### config.mk
export PLATFORM = sky130hd
export DESIGN_NAME = minterm_extractor
export DESIGN_NICKNAME = d
export VERILOG_FILES = /design/src/rtl/minterm_extractor.sv
export SDC_FILE = /design/constraint.sdc
export NUM_CORES = 1
export LEC_CHECK = 0
export ABC_AREA = 0
export BUFFER_PORTS_ARGS = -buffer_cell sky130_fd_sc_hd__buf_2
export CORE_AREA = 4 4 89 91
export DETAILED_ROUTE_END_ITERATION = 10
export DIE_AREA = 0 0 93 95
export PLACE_DENSITY_LB_ADDON = 0.1
export SLEW_MARGIN = 10
export SYNTH_ARGS = -nofsm -noshare
export SYNTH_HDL_FRONTEND = slang
export SYNTH_SLANG_ARGS = --single-unit
### constraint.sdc
create_clock -name clk -period 3.1 [get_ports clk]
set_input_delay 0.62 -clock clk [delete_from_list [all_inputs] [get_ports clk]]
set_output_delay 0.62 -clock clk [all_outputs]
set_load 0.005 [all_outputs]
### src/rtl/minterm_extractor.sv
// Minterm extractor: sweeps every input pattern of an N_VARS-input combinational
// function, records its truth table and streams the set minterm indices out.
// Optional MINTERM_EXTRACTOR_CONST_DETECT_EN adds const_one/const_zero flags.
module minterm_extractor #(
    parameter int N_VARS = 4,
    parameter int SETTLE = 1
) (
    input  logic                      clk,
    input  logic                      rst_n,
    input  logic                      start,
    output logic                      busy,
    output logic [N_VARS-1:0]         vars_o,
    input  logic                      s_i,
    output logic [(1<<N_VARS)-1:0]    table_o,
    output logic [N_VARS:0]           count_o,
    output logic                      done,
    output logic                      m_valid,
    input  logic                      m_ready,
    output logic [N_VARS-1:0]         m_index,
    output logic                      m_last,
`ifdef MINTERM_EXTRACTOR_CONST_DETECT_EN
    output logic                      const_one,
    output logic                      const_zero,
`endif
    output logic [2:0]                dbg_state
);

    // Minterm stream handshake: a transfer happens on any rising edge where
    // m_valid & m_ready; while m_valid is high and m_ready low, m_index and
    // m_last hold. m_ready has no effect while m_valid is low.

    typedef enum logic [2:0] {IDLE, APPLY, SAMPLE, EMIT, FIN} state_t;

    localparam int              TBL         = 1 << N_VARS;
    localparam logic [N_VARS:0] LAST_ROW    = (N_VARS+1)'(TBL - 1);
    localparam logic [3:0]      SETTLE_LAST = (SETTLE > 0) ? 4'(SETTLE - 1) : 4'd0;
    // With no settle time a row is sampled directly, so APPLY is never entered.
    localparam state_t          ROW_ENTRY   = (SETTLE == 0) ? SAMPLE : APPLY;
`ifdef MINTERM_EXTRACTOR_CONST_DETECT_EN
    localparam logic [N_VARS:0] FULL        = (N_VARS+1)'(TBL);
`endif

    state_t            state;
    logic [N_VARS:0]   row;
    logic [3:0]        settle_cnt;
    logic [N_VARS:0]   scan_ptr;

    logic [N_VARS:0]   probe;
    logic              probe_set;
    logic              probe_last;
    logic [N_VARS:0]   count_next;

    assign dbg_state = state;

    // probe is the table position the emitter looks at this cycle: the bit just
    // after a completing transfer, or the idle scan pointer.
    always_comb begin
        probe      = m_valid ? ({1'b0, m_index} + (N_VARS+1)'(1)) : scan_ptr;
        probe_set  = table_o[probe[N_VARS-1:0]];
        probe_last = 1'b1;
        for (int j = 0; j < TBL; j++) begin
            if (j > int'(probe) && table_o[j]) probe_last = 1'b0;
        end
        count_next = count_o + (N_VARS+1)'(s_i);
    end

    always_ff @(posedge clk or negedge rst_n) begin
        if (!rst_n) begin
            state      <= IDLE;
            row        <= '0;
            settle_cnt <= '0;
            scan_ptr   <= '0;
            vars_o     <= '0;
            table_o    <= '0;
            count_o    <= '0;
            busy       <= 1'b0;
            done       <= 1'b0;
            m_valid    <= 1'b0;
            m_index    <= '0;
            m_last     <= 1'b0;
`ifdef MINTERM_EXTRACTOR_CONST_DETECT_EN
            const_one  <= 1'b0;
            const_zero <= 1'b0;
`endif
        end else begin
            done <= 1'b0;
            case (state)
                IDLE: begin
                    if (start) begin
                        state      <= ROW_ENTRY;
                        busy       <= 1'b1;
                        row        <= '0;
                        vars_o     <= '0;
                        settle_cnt <= '0;
                        table_o    <= '0;
                        count_o    <= '0;
`ifdef MINTERM_EXTRACTOR_CONST_DETECT_EN
                        const_one  <= 1'b0;
                        const_zero <= 1'b0;
`endif
                    end
                end
                APPLY: begin
                    if (settle_cnt == SETTLE_LAST) state <= SAMPLE;
                    else settle_cnt <= settle_cnt + 4'd1;
                end
                SAMPLE: begin
                    table_o[row[N_VARS-1:0]] <= s_i;
                    count_o                  <= count_next;
                    if (row == LAST_ROW) begin
`ifdef MINTERM_EXTRACTOR_CONST_DETECT_EN
                        const_one  <= (count_next == FULL);
                        const_zero <= (count_next == '0);
                        if (count_next == '0 || count_next == FULL) begin
`else
                        if (count_next == '0) begin
`endif
                            state <= FIN;
                            done  <= 1'b1;
                        end else begin
                            state    <= EMIT;
                            scan_ptr <= '0;
                        end
                    end else begin
                        row        <= row + (N_VARS+1)'(1);
                        vars_o     <= vars_o + N_VARS'(1);
                        settle_cnt <= '0;
                        state      <= ROW_ENTRY;
                    end
                end
                EMIT: begin
                    if (!m_valid || m_ready) begin
                        if (m_valid && m_last) begin
                            m_valid <= 1'b0;
                            m_last  <= 1'b0;
                            state   <= FIN;
                            done    <= 1'b1;
                        end else if (probe_set) begin
                            m_valid <= 1'b1;
                            m_index <= probe[N_VARS-1:0];
                            m_last  <= probe_last;
                        end else if (probe == LAST_ROW) begin
                            m_valid <= 1'b0;
                            state   <= FIN;
                            done    <= 1'b1;
                        end else begin
                            m_valid  <= 1'b0;
                            scan_ptr <= probe + (N_VARS+1)'(1);
                        end
                    end
                end
                FIN: begin
                    busy  <= 1'b0;
                    state <= IDLE;
                end
                default: state <= IDLE;
            endcase
        end
    end

endmodule

==> results of run 1 <==
worst register-to-register path, stage by stage, from the launching register on:
cell	delay (ns)
dfrtp_1	0.66
nand2b_1	0.24
nand2_4	0.11
inv_2	0.21
ha_1	0.22
inv_1	0.08
o31a_1	0.29
a2bb2oi_1	0.13
or4_1	0.56
nand2_1	0.10
a22o_1	0.15
synthesized netlist by cell type (all sizes together) (8+ instances only):
| library cell | count | area share (%) |
|---|---|---|
| dfrtp | 50 | 40 |
| nor2 | 26 | 3.1 |
| a21oi | 17 | 3.0 |
| clkbuf | 13 | 1.6 |
| xor2 | 8 | 2.2 |
| o21ai | 11 | 1.9 |
| o211ai | 11 | 2.6 |
| nand2b | 8 | 1.6 |
| nand3 | 9 | 1.4 |
| inv | 12 | 1.4 |
| nand4 | 22 | 4.4 |
| nand2 | 50 | 6.3 |
| ha | 14 | 5.6 |
per-stage QoR:
stage	hold WS [ns]	util [%]	total power [mW]	cell area, um2	std cells
after CTS	0.435	49.1	3.19	3510	479
final	0.396	49.1	3.17	3510	479
after detailed placement	0.492	47.9	2.79	3420	471
after global placement	0.484	47.9	2.79	3420	471
after floorplan	0.324	-	2.30	3120	343
after global routing	0.456	49.1	3.46	3510	479
logic make-up after synthesis:
kind of cell	Yosys count	share of synthesized area [%]
and+or+nand+nor	143	22.8
AOI/OAI and AO/OA	80	18.9
DFF	50	40.1
buffers and inverters	30	4.09
xor gates and xnor gates	15	4.22
adders and majority gates	14	5.62
muxes	11	4.22
routing by layer:
metal,global-route usage [%],up-vias
met2,28.9,83
met4,5.74,0
met1,27.1,1324
met5,0,-
met3,2.71,8
li1,-,1325
cell type report:
type | instances | area, um2 | share of cell area, %
Timing Repair Buffer | 47 | 253 | 7.21
Tap cell | 99 | 124 | 3.53
Clock buffer | 5 | 68.8 | 1.96
Multi-Input combinational cell | 263 | 1740 | 49.7
Inverter | 12 | 45.0 | 1.28
Clock inverter | 3 | 21.3 | 0.607
Sequential cell | 50 | 1250 | 35.7
state kept, by name (all words and copies together), names as in the netlist:
register and count:
row 5, busy 1, table_o 16, m_last 1
dbg_state 3, m_index 4, vars_o 4, m_valid 1
settle_cnt 4, count_o 5, scan_ptr 5, done 1
worst paths after layout:
path | startpoint | to | slack (ns) | depth (start not counted)
min in group clk | row[4]$_DFFE_PN0P_ | row[4]$_DFFE_PN0P_ | 0.51 | 2
worst max register to register | m_valid$_DFFE_PN0P_ | m_last$_DFFE_PN0P_ | 0.29 | 10
worst min-delay path | rst_n | table_o[12]$_DFFE_PN0P_ | 0.40 | 2
worst max-delay path | m_valid$_DFFE_PN0P_ | m_last$_DFFE_PN0P_ | 0.29 | 10
worst min register to register | row[4]$_DFFE_PN0P_ | row[4]$_DFFE_PN0P_ | 0.51 | 2
max in group asynchronous | rst_n | m_index[0]$_DFFE_PN0P_ | 2.26 | 2
where the power goes:
group	internal, mW	total, mW	switching [mW]
Clock	0.159	0.386	0.227
Combinational	0.709	1.72	1.01
Sequential	0.823	1.06	0.239
Total	1.69	3.17	1.48
==> impl_metrics.py, run 1 <==
metrics = {
    "detailed_routing": {
        "viasPerCell": 5.72,
        "drc_errors": 0,
        "drt_first_pass_iters": 4,
        "num_vias": 2740,
        "met2_length_mm": 3.51,
        "wl_met1_mm": 3.81,
        "met3_length_um": 470,
        "drt-total-wl_mm": 7.90,
        "drtIter0Drc": 242,
        "top_layer": "met4",
        "wl_per_cell_um": 16.5,
        "ant_nets": 0,
    },
    "die": {
        "coreArea_um2": 7140,
        "start_util_pct": 43.7,
        "io_pins": 41,
        "die_w_um": 93,
        "rows": 31,
        "die_area_um2": 8840,
        "fp.dieH_um": 95,
    },
    "logic_synthesis": {
        "syn_area_per_cell_um2": 9.09,
        "synth_seq_cells": 50,
        "yosysSeqAreaShare_pct": 40.1,
        "ys_async_sr_fraction_pct": 100,
        "synth_nets": 362,
        "synth_area_um2": 3120,
        "synth.distinct_cells": 59,
        "synth_edf_count": 0,
        "ys.flop_type": "dfrtp_1",
        "ys_warn_count": 0,
        "syn_inst": 343,
    },
    "layout": {
        "nets": 398,
        "fillers": 738,
        "syn2layout_area_growth_pct": 12.5,
        "antennaDiodeCount": 0,
        "final_cell_mix": "50 x dfrtp_1, 49 x nand2_1, 40 x buf_2, 26 x nor2_1, 22 x nand4_1",
        "layout_commonest_cell": "dfrtp_1",
        "drive_above_1_share_pct": 19.2,
    },
    "global_routing": {
        "grt_usage_pct": 18.7,
        "grt_max_degree": 51,
        "grt_pass1_wl_mm": 13.0,
        "grt_pass1_vias": 2540,
        "antenna_found_initial": 0,
        "gr-total-overflow": 0,
    },
    "timing": {
        "drv_slew": 0,
        "finalSetupViolations": 0,
        "clock_skew_ns": 0.00890,
        "fin_tns_setup_ns": 0,
        "fmax_mhz": 356,
        "worst_pin_slew_ns": 0.684,
        "slew_headroom_pct": 54.4,
        "finalCriticalPeriod_ns": 2.81,
        "finalWorstSetupSlack_ns": 0.291,
        "finalHoldViolations": 0,
        "min_period_over_period_pct": 90.6,
        "rsz0062_at_grt": "no",
    },
    "cts": {
        "cts_buffers": 5,
        "cts_tree": "done",
        "worstSkewPairLatency_ns": 0.31,
        "post_cts.repair.setup_buffers": 0,
        "holdBufCountCts": 0,
        "cts.reportedPaths.clkPinSlew_ns": 0.09,
        "cts_root_buf": "clkbuf_8",
        "cts_resized": 0,
        "cts_max_level": 2,
        "clock_path_buffers": 2,
        "clock-sinks": 50,
    },
    "outcome": {
        "outcome": "finished, final reports clean",
    },
    "setup_path": {
        "crit_path_end_kind": "register",
        "worstSetupStartpointType": "register",
        "crit_slowest_cell": "dfrtp_1",
        "required_ns": 3.35,
        "crit_chain": "nand2b_1 > nand2_4 > inv_2 > ha_1 > inv_1 > o31a_1 > a2bb2oi_1 > or4_1 > nand2_1 > a22o_1",
        "cpPeakStageDelay_ns": 0.66,
        "crit_buf_inv": 2,
        "cp_data_arrival_time_ns": 3.05,
        "criticalPathCategory": "register to register",
        "path_delay_family": "simple AND/OR/NAND/NOR gates",
        "crit_fanout": 17,
    },
    "placement": {
        "place_congestion": 0.872,
        "io_buffers": 40,
        "dp_worst_setup_slack_ns": 0.327,
        "hpwl_mm": 5.72,
    },
    "power_and_ir_drop": {
        "p_per_area_nw_per_um2": 904,
        "peakVddDrop_mv": 0.363,
        "p_leak_nw": 1.67,
    },
    "run": {
        "drv_cap": 0,
    },
    "worst_hold_path": {
        "hp-class": "input port to async pin",
    },
}
No activity file was read; power rests on OpenSTA's default activity.
==> run 2, diff against run 1 <==
--- a/config.mk
+++ b/config.mk
@@ -8,3 +8,2 @@
 export ABC_AREA = 0
-export BUFFER_PORTS_ARGS = -buffer_cell sky130_fd_sc_hd__buf_2
 export CORE_AREA = 4 4 89 91
@@ -12,2 +11,3 @@
 export DIE_AREA = 0 0 93 95
+export DONT_BUFFER_PORTS = 1
 export PLACE_DENSITY_LB_ADDON = 0.1
==> constraint.sdc (replaced) <==
create_clock -name clk -period 3.1 [get_ports clk]
set_input_delay 0.155 -clock clk [delete_from_list [all_inputs] [get_ports clk]]
set_output_delay 0.155 -clock clk [all_outputs]
set_load 0.005 [all_outputs]
==> run 2 against run 1 <==
Net effect: flip-flop and latch count unchanged; critical path type unchanged; non-clock buffer count decreased by 36; critical path depth unchanged.
==> impl_metrics.py, run 2 (synthesized netlist as in run 1, its figures left out) <==
metrics = {
    "placement": {
        "dp_worst_setup_slack_ns": 0.375,
        "hpwl_mm": 5.62,
        "place_congestion": 0.870,
        "io_buffers": 0,
    },
    "cts": {
        "cts_resized": 0,
        "cts.reportedPaths.clkPinSlew_ns": 0.10,
        "clock-sinks": 50,
        "cts_max_level": 2,
        "cts_tree": "done",
        "clock_path_buffers": 2,
        "cts_root_buf": "clkbuf_8",
        "worstSkewPairLatency_ns": 0.31,
        "cts_buffers": 5,
    },
    "die": {
        "coreArea_um2": 7140,
        "start_util_pct": 43.7,
        "fp.dieH_um": 95,
        "rows": 31,
        "io_pins": 41,
        "die_w_um": 93,
        "die_area_um2": 8840,
    },
    "detailed_routing": {
        "num_vias": 2571,
        "drc_errors": 0,
        "drt_first_pass_iters": 4,
        "wl_per_cell_um": 17.8,
        "drt-total-wl_mm": 7.89,
        "ant_nets": 0,
        "viasPerCell": 5.80,
        "drtIter0Drc": 129,
    },
    "global_routing": {
        "grt_pass1_vias": 2490,
        "gr-total-overflow": 0,
        "grt_max_degree": 51,
        "grt_usage_pct": 19.1,
        "antenna_found_initial": 0,
        "grt_pass1_wl_mm": 13.3,
    },
    "setup_path": {
        "r2r-start": "m_index[0]$_DFFE_PN0P_",
        "crit_path_end_kind": "register",
        "r2r_cells": 10,
        "r2r_end": "m_index[0]$_DFFE_PN0P_",
        "cp_data_arrival_time_ns": 2.96,
        "worstSetupStartpointType": "register",
        "required_ns": 3.30,
        "regToRegSetupSlack_ns": 0.34,
        "criticalPathCategory": "register to register",
        "crit_fanout": 9,
    },
    "layout": {
        "drive_above_1_share_pct": 9.88,
        "layout_commonest_cell": "dfrtp_1",
        "fillers": 737,
        "syn2layout_area_growth_pct": 8.63,
        "regMostFlops": "table_o",
        "nets": 362,
        "largest_reg_flops": 16,
        "antennaDiodeCount": 0,
        "final_cell_mix": "50 x dfrtp_1, 49 x nand2_1, 26 x nor2_1, 22 x nand4_1, 15 x a21oi_1",
    },
    "worst_hold_path": {
        "hold_start": "s_i",
        "hp-class": "input port to register",
        "whs_path_depth": 2,
        "hold_path_end": "table_o[4]$_DFFE_PN0P_",
    },
    "power_and_ir_drop": {
        "p_per_area_nw_per_um2": 944,
        "peakVddDrop_mv": 0.378,
        "p_leak_nw": 1.51,
        "power_mw": 3.20,
    },
    "timing": {
        "finalCriticalPeriod_ns": 2.76,
        "fin_tns_setup_ns": 0,
        "clock_skew_ns": 0.00687,
        "finalWorstSetupSlack_ns": 0.342,
        "finalSetupViolations": 0,
        "drv_slew": 0,
        "rsz0062_at_grt": "no",
        "finalHoldViolations": 0,
        "worst_pin_slew_ns": 0.694,
        "min_period_over_period_pct": 89.0,
        "fmax_mhz": 363,
        "slew_headroom_pct": 53.7,
    },
    "outcome": {
        "outcome": "finished, final reports clean",
    },
    "run": {
        "drv_cap": 0,
    },
}
## run 2: cell count changes in the layout (fill, tap and decap cells not counted), sizes merged
cell / previous run / this run
buf: 47 / 8
dlygate4sd3: 0 / 3
bufinv: 0 / 1
clkinv: 2 / 1
clkinvlp: 1 / 0
inv: 12 / 13
## run 2: repair_timing
item	4_1_cts	5_1_grt
hold buffers	4	0
hold endpoints to repair	64	0
setup endpoints to repair	0	0
setup buffers	0	0
## run 2: per-stage QoR
step / hold WS [ns] / util (%) / instances / cell area (um2)
final: 0.00521 / 47.4 / 443 / 3390
after floorplan: -0.141 / - / 343 / 3120
after global routing: 0.00332 / 47.4 / 443 / 3390
after global placement: -0.139 / 45.1 / 431 / 3220
after CTS: 0.000346 / 47.4 / 443 / 3390
after detailed placement: -0.139 / 45.1 / 431 / 3220
## run 2: how the worst max path moves through the flow
stage,end,depth (start not counted),slack (ns),from
3_5_place_dp,m_index[0]$_DFFE_PN0P_,10,0.37,m_index[0]$_DFFE_PN0P_
3_3_place_gp,m_index[1]$_DFFE_PN0P_,10,0.44,m_index[0]$_DFFE_PN0P_
4_1_cts,m_index[0]$_DFFE_PN0P_,10,0.36,m_index[0]$_DFFE_PN0P_
6_report,m_index[0]$_DFFE_PN0P_,10,0.34,m_index[0]$_DFFE_PN0P_
2_1_floorplan,m_index[0]$_DFFE_PN0P_,10,0.49,m_index[0]$_DFFE_PN0P_
5_1_grt,scan_ptr[0]$_DFFE_PN0P_,10,0.17,m_index[0]$_DFFE_PN0P_
## run 2: cell type report
type                            instances  area [um2]  area share, %
Multi-Input combinational cell        263        1740           51.5
Sequential cell                        50        1250           37.0
Inverter                               12        45.0           1.33
Tap cell                               99         124           3.66
Clock inverter                          3        43.8           1.29
Timing Repair Buffer                   11         110           3.25
Clock buffer                            5        68.8           2.03
## run 2: worst max-delay path: stages, from the launching register on
cell and delay (ns):
dfrtp_1 0.46, ha_1 0.29, xnor2_1 0.19, a21oi_2 0.28, buf_4 0.21, nand2_1 0.06, a311oi_1 0.31, o21a_2 0.18
or2_4 0.12, and3_4 0.24, mux2_4 0.30
## run 2: per-layer routing
metal,GRT usage [%],share of wire (%)
met5,0,0
met4,3.66,0.98
met3,5.18,6.8
met2,29.5,45
met1,27.2,47
## run 2: where the power goes
group | internal (mW) | switching [mW]
Clock | 0.242 | 0.233
Combinational | 0.657 | 0.979
Sequential | 0.823 | 0.263
==> run 3, diff against run 2 <==
Settings changed: GPL_TIMING_DRIVEN from default to 0, RECOVER_POWER from default to 100.
==> run 3 against run 2 <==
Net effect: the flow now finishes with violations (max-capacitance violations, max-slew violations); critical endpoint is now m_index[3]$_DFFE_PN0P_; maximum frequency down 6.4%; largest power group unchanged; clock-buffer cell count up 2; flip-flop and latch count unchanged; combinational power about the same; sequential share of layout area up 0.26 points; critical path depth unchanged; wire length up 1.3%; via count up 0.54%; largest cell class unchanged; die area unchanged.
==> impl_metrics.py, run 3 (synthesized netlist as in run 1, its figures left out) <==
metrics = {
    "layout": {
        "syn2layout_area_growth_pct": 7.87,
        "final_cell_mix": "50 x dfrtp_1, 49 x nand2_1, 26 x nor2_1, 22 x nand4_1",
        "antennaDiodeCount": 0,
        "drive_above_1_share_pct": 7.65,
        "layout_commonest_cell": "dfrtp_1",
        "largest_reg_flops": 16,
        "fin_area_um2": 3360,
        "instances_no_fill": 452,
        "regMostFlops": "table_o",
        "nets": 371,
    },
    "cts": {
        "worstSkewPairLatency_ns": 0.31,
        "cts_max_level": 2,
        "cts_tree": "done",
        "cts.reportedPaths.clkPinSlew_ns": 0.09,
        "cts_root_buf": "clkbuf_8",
        "cts_buffers": 5,
        "clock-sinks": 50,
        "clock_path_buffers": 2,
        "cts_resized": 0,
    },
    "timing": {
        "worst_pin_slew_ns": 2.16,
        "min_period_over_period_pct": 95.0,
        "finalSetupViolations": 0,
        "finalCriticalPeriod_ns": 2.95,
        "fin_tns_setup_ns": 0,
        "clock_skew_ns": 0.00808,
        "rsz0062_at_grt": "no",
        "finalHoldViolations": 0,
        "drv_slew": 51,
        "fmax_mhz": 339,
        "slew_headroom_pct": -43.9,
    },
    "setup_path": {
        "cp.depth": 10,
        "regToRegSetupSlack_ns": 0.15,
        "worstSetupStartpointType": "register",
        "crit_buf_inv": 1,
        "r2r_end": "m_index[3]$_DFFE_PN0P_",
        "crit_end": "m_index[3]$_DFFE_PN0P_",
        "crit_slowest_cell": "dfrtp_1",
        "startpoint": "m_index[0]$_DFFE_PN0P_",
        "path_delay_family": "compound AO/OA/AOI/OAI gates",
        "crit_fanout": 6,
        "cp_data_arrival_time_ns": 3.14,
        "r2r_cells": 10,
        "cpPeakStageDelay_ns": 0.46,
        "required_ns": 3.29,
        "criticalPathCategory": "register to register",
        "r2r-start": "m_index[0]$_DFFE_PN0P_",
        "crit_path_end_kind": "register",
        "crit_chain": "ha_1 > xnor2_1 > a21oi_2 > mux2i_1 > a211oi_1 > o21a_2 > or2_0 > and3_4 > buf_4 > mux2_4",
    },
    "outcome": {
        "outcome": "finished with violations",
        "violations": "max-capacitance violations, max-slew violations",
    },
    "global_routing": {
        "grt_pass1_wl_mm": 13.4,
        "gr-total-overflow": 0,
        "antenna_found_initial": 0,
        "grt_max_degree": 51,
        "grt_pass1_vias": 2603,
        "grt_usage_pct": 19.3,
    },
    "detailed_routing": {
        "drtIter0Drc": 158,
        "wl_per_cell_um": 17.7,
        "drt-total-wl_mm": 8.00,
        "num_vias": 2585,
        "viasPerCell": 5.72,
        "drt_first_pass_iters": 5,
        "drc_errors": 0,
        "ant_nets": 0,
    },
    "die": {
        "io_pins": 41,
        "rows": 31,
        "start_util_pct": 43.7,
        "die_w_um": 93,
        "fp.dieH_um": 95,
        "coreArea_um2": 7140,
        "die_area_um2": 8840,
    },
    "placement": {
        "dp.cells": 442,
        "hpwl_mm": 5.88,
        "place_congestion": 0.890,
        "io_buffers": 0,
        "dpl_cell_area_um2": 3240,
    },
    "power_and_ir_drop": {
        "p_per_area_nw_per_um2": 928,
        "power_mw": 3.12,
        "peakVddDrop_mv": 0.318,
        "p_leak_nw": 1.49,
    },
    "run": {
        "drv_cap": 1,
    },
    "worst_hold_path": {
        "hp-class": "input port to register",
    },
}
==> run 3: final cells by class <==
class                           instances  area, um2
Clock buffer                            7       96.3
Sequential cell                        50       1250
Multi-Input combinational cell        263       1740
Buffer                                 18       78.8
Clock inverter                          1       8.76
Fill cell                             734       3770
Timing Repair Buffer                    2       22.5
Tap cell                               99        124
Inverter                               12       45.0
==> run 3: report_power, final <==
part,switching [mW],total (mW),internal (mW),leakage [nW]
clock network,0.220,0.425,0.205,0.0544
registers,0.207,1.03,0.824,0.663
logic,1.05,1.66,0.618,0.774
total,1.47,3.12,1.65,1.49
==> run 3: worst reg2reg max path: cells and delay by family (launching register included) <==
kind,cells,cell delay (ns)
multiplexers,2,0.58
XOR/XNOR,1,0.19
adder cells (fa/ha/maj),1,0.28
AND/OR/NAND/NOR,2,0.47
AO/OA/AOI/OAI,3,0.70
buffers and inverters,1,0.16
flip-flops,1,0.46
==> run 3: what timing repair did <==
item | 4_1_cts | 5_1_grt
buffers inserted | 0 | 0
hold buffers | 2 | 0
hold endpoints to repair | 50 | 0
==> run 3: metal layers <==
layer | up-vias | global-route usage (%) | wire [um]
met2 | 89 | 30.4 | 3620
met5 | - | 0 | 0
met4 | 0 | 4.52 | 79
li1 | 1269 | - | -
met1 | 1222 | 26.9 | 3730
met3 | 5 | 4.70 | 567
==> run 3: stage by stage <==
step / hold slack, ns / utilization, % / worst slack (ns)
2_1_floorplan: -0.141 / - / 0.490
3_3_place_gp: -0.139 / 45.4 / 0.239
3_5_place_dp: -0.139 / 45.4 / 0.224
4_1_cts: 0.0235 / 47.4 / 0.206
5_1_grt: 0.0362 / 47.1 / 0.00739
6_report: 0.0280 / 47.1 / 0.154
==> run 3: how the worst min path moves through the flow <==
stage	endpoint	slack (ns)	depth (start not counted)	start
detailed placement	table_o[4]$_DFFE_PN0P_	-0.14	0	rst_n
global placement	table_o[4]$_DFFE_PN0P_	-0.14	0	rst_n
finish	dbg_state[0]$_DFFE_PN0P_	0.03	2	start
floorplan	busy$_DFFE_PN0P_	-0.14	0	rst_n
CTS	dbg_state[0]$_DFFE_PN0P_	0.02	2	start
global route	dbg_state[0]$_DFFE_PN0P_	0.04	2	start
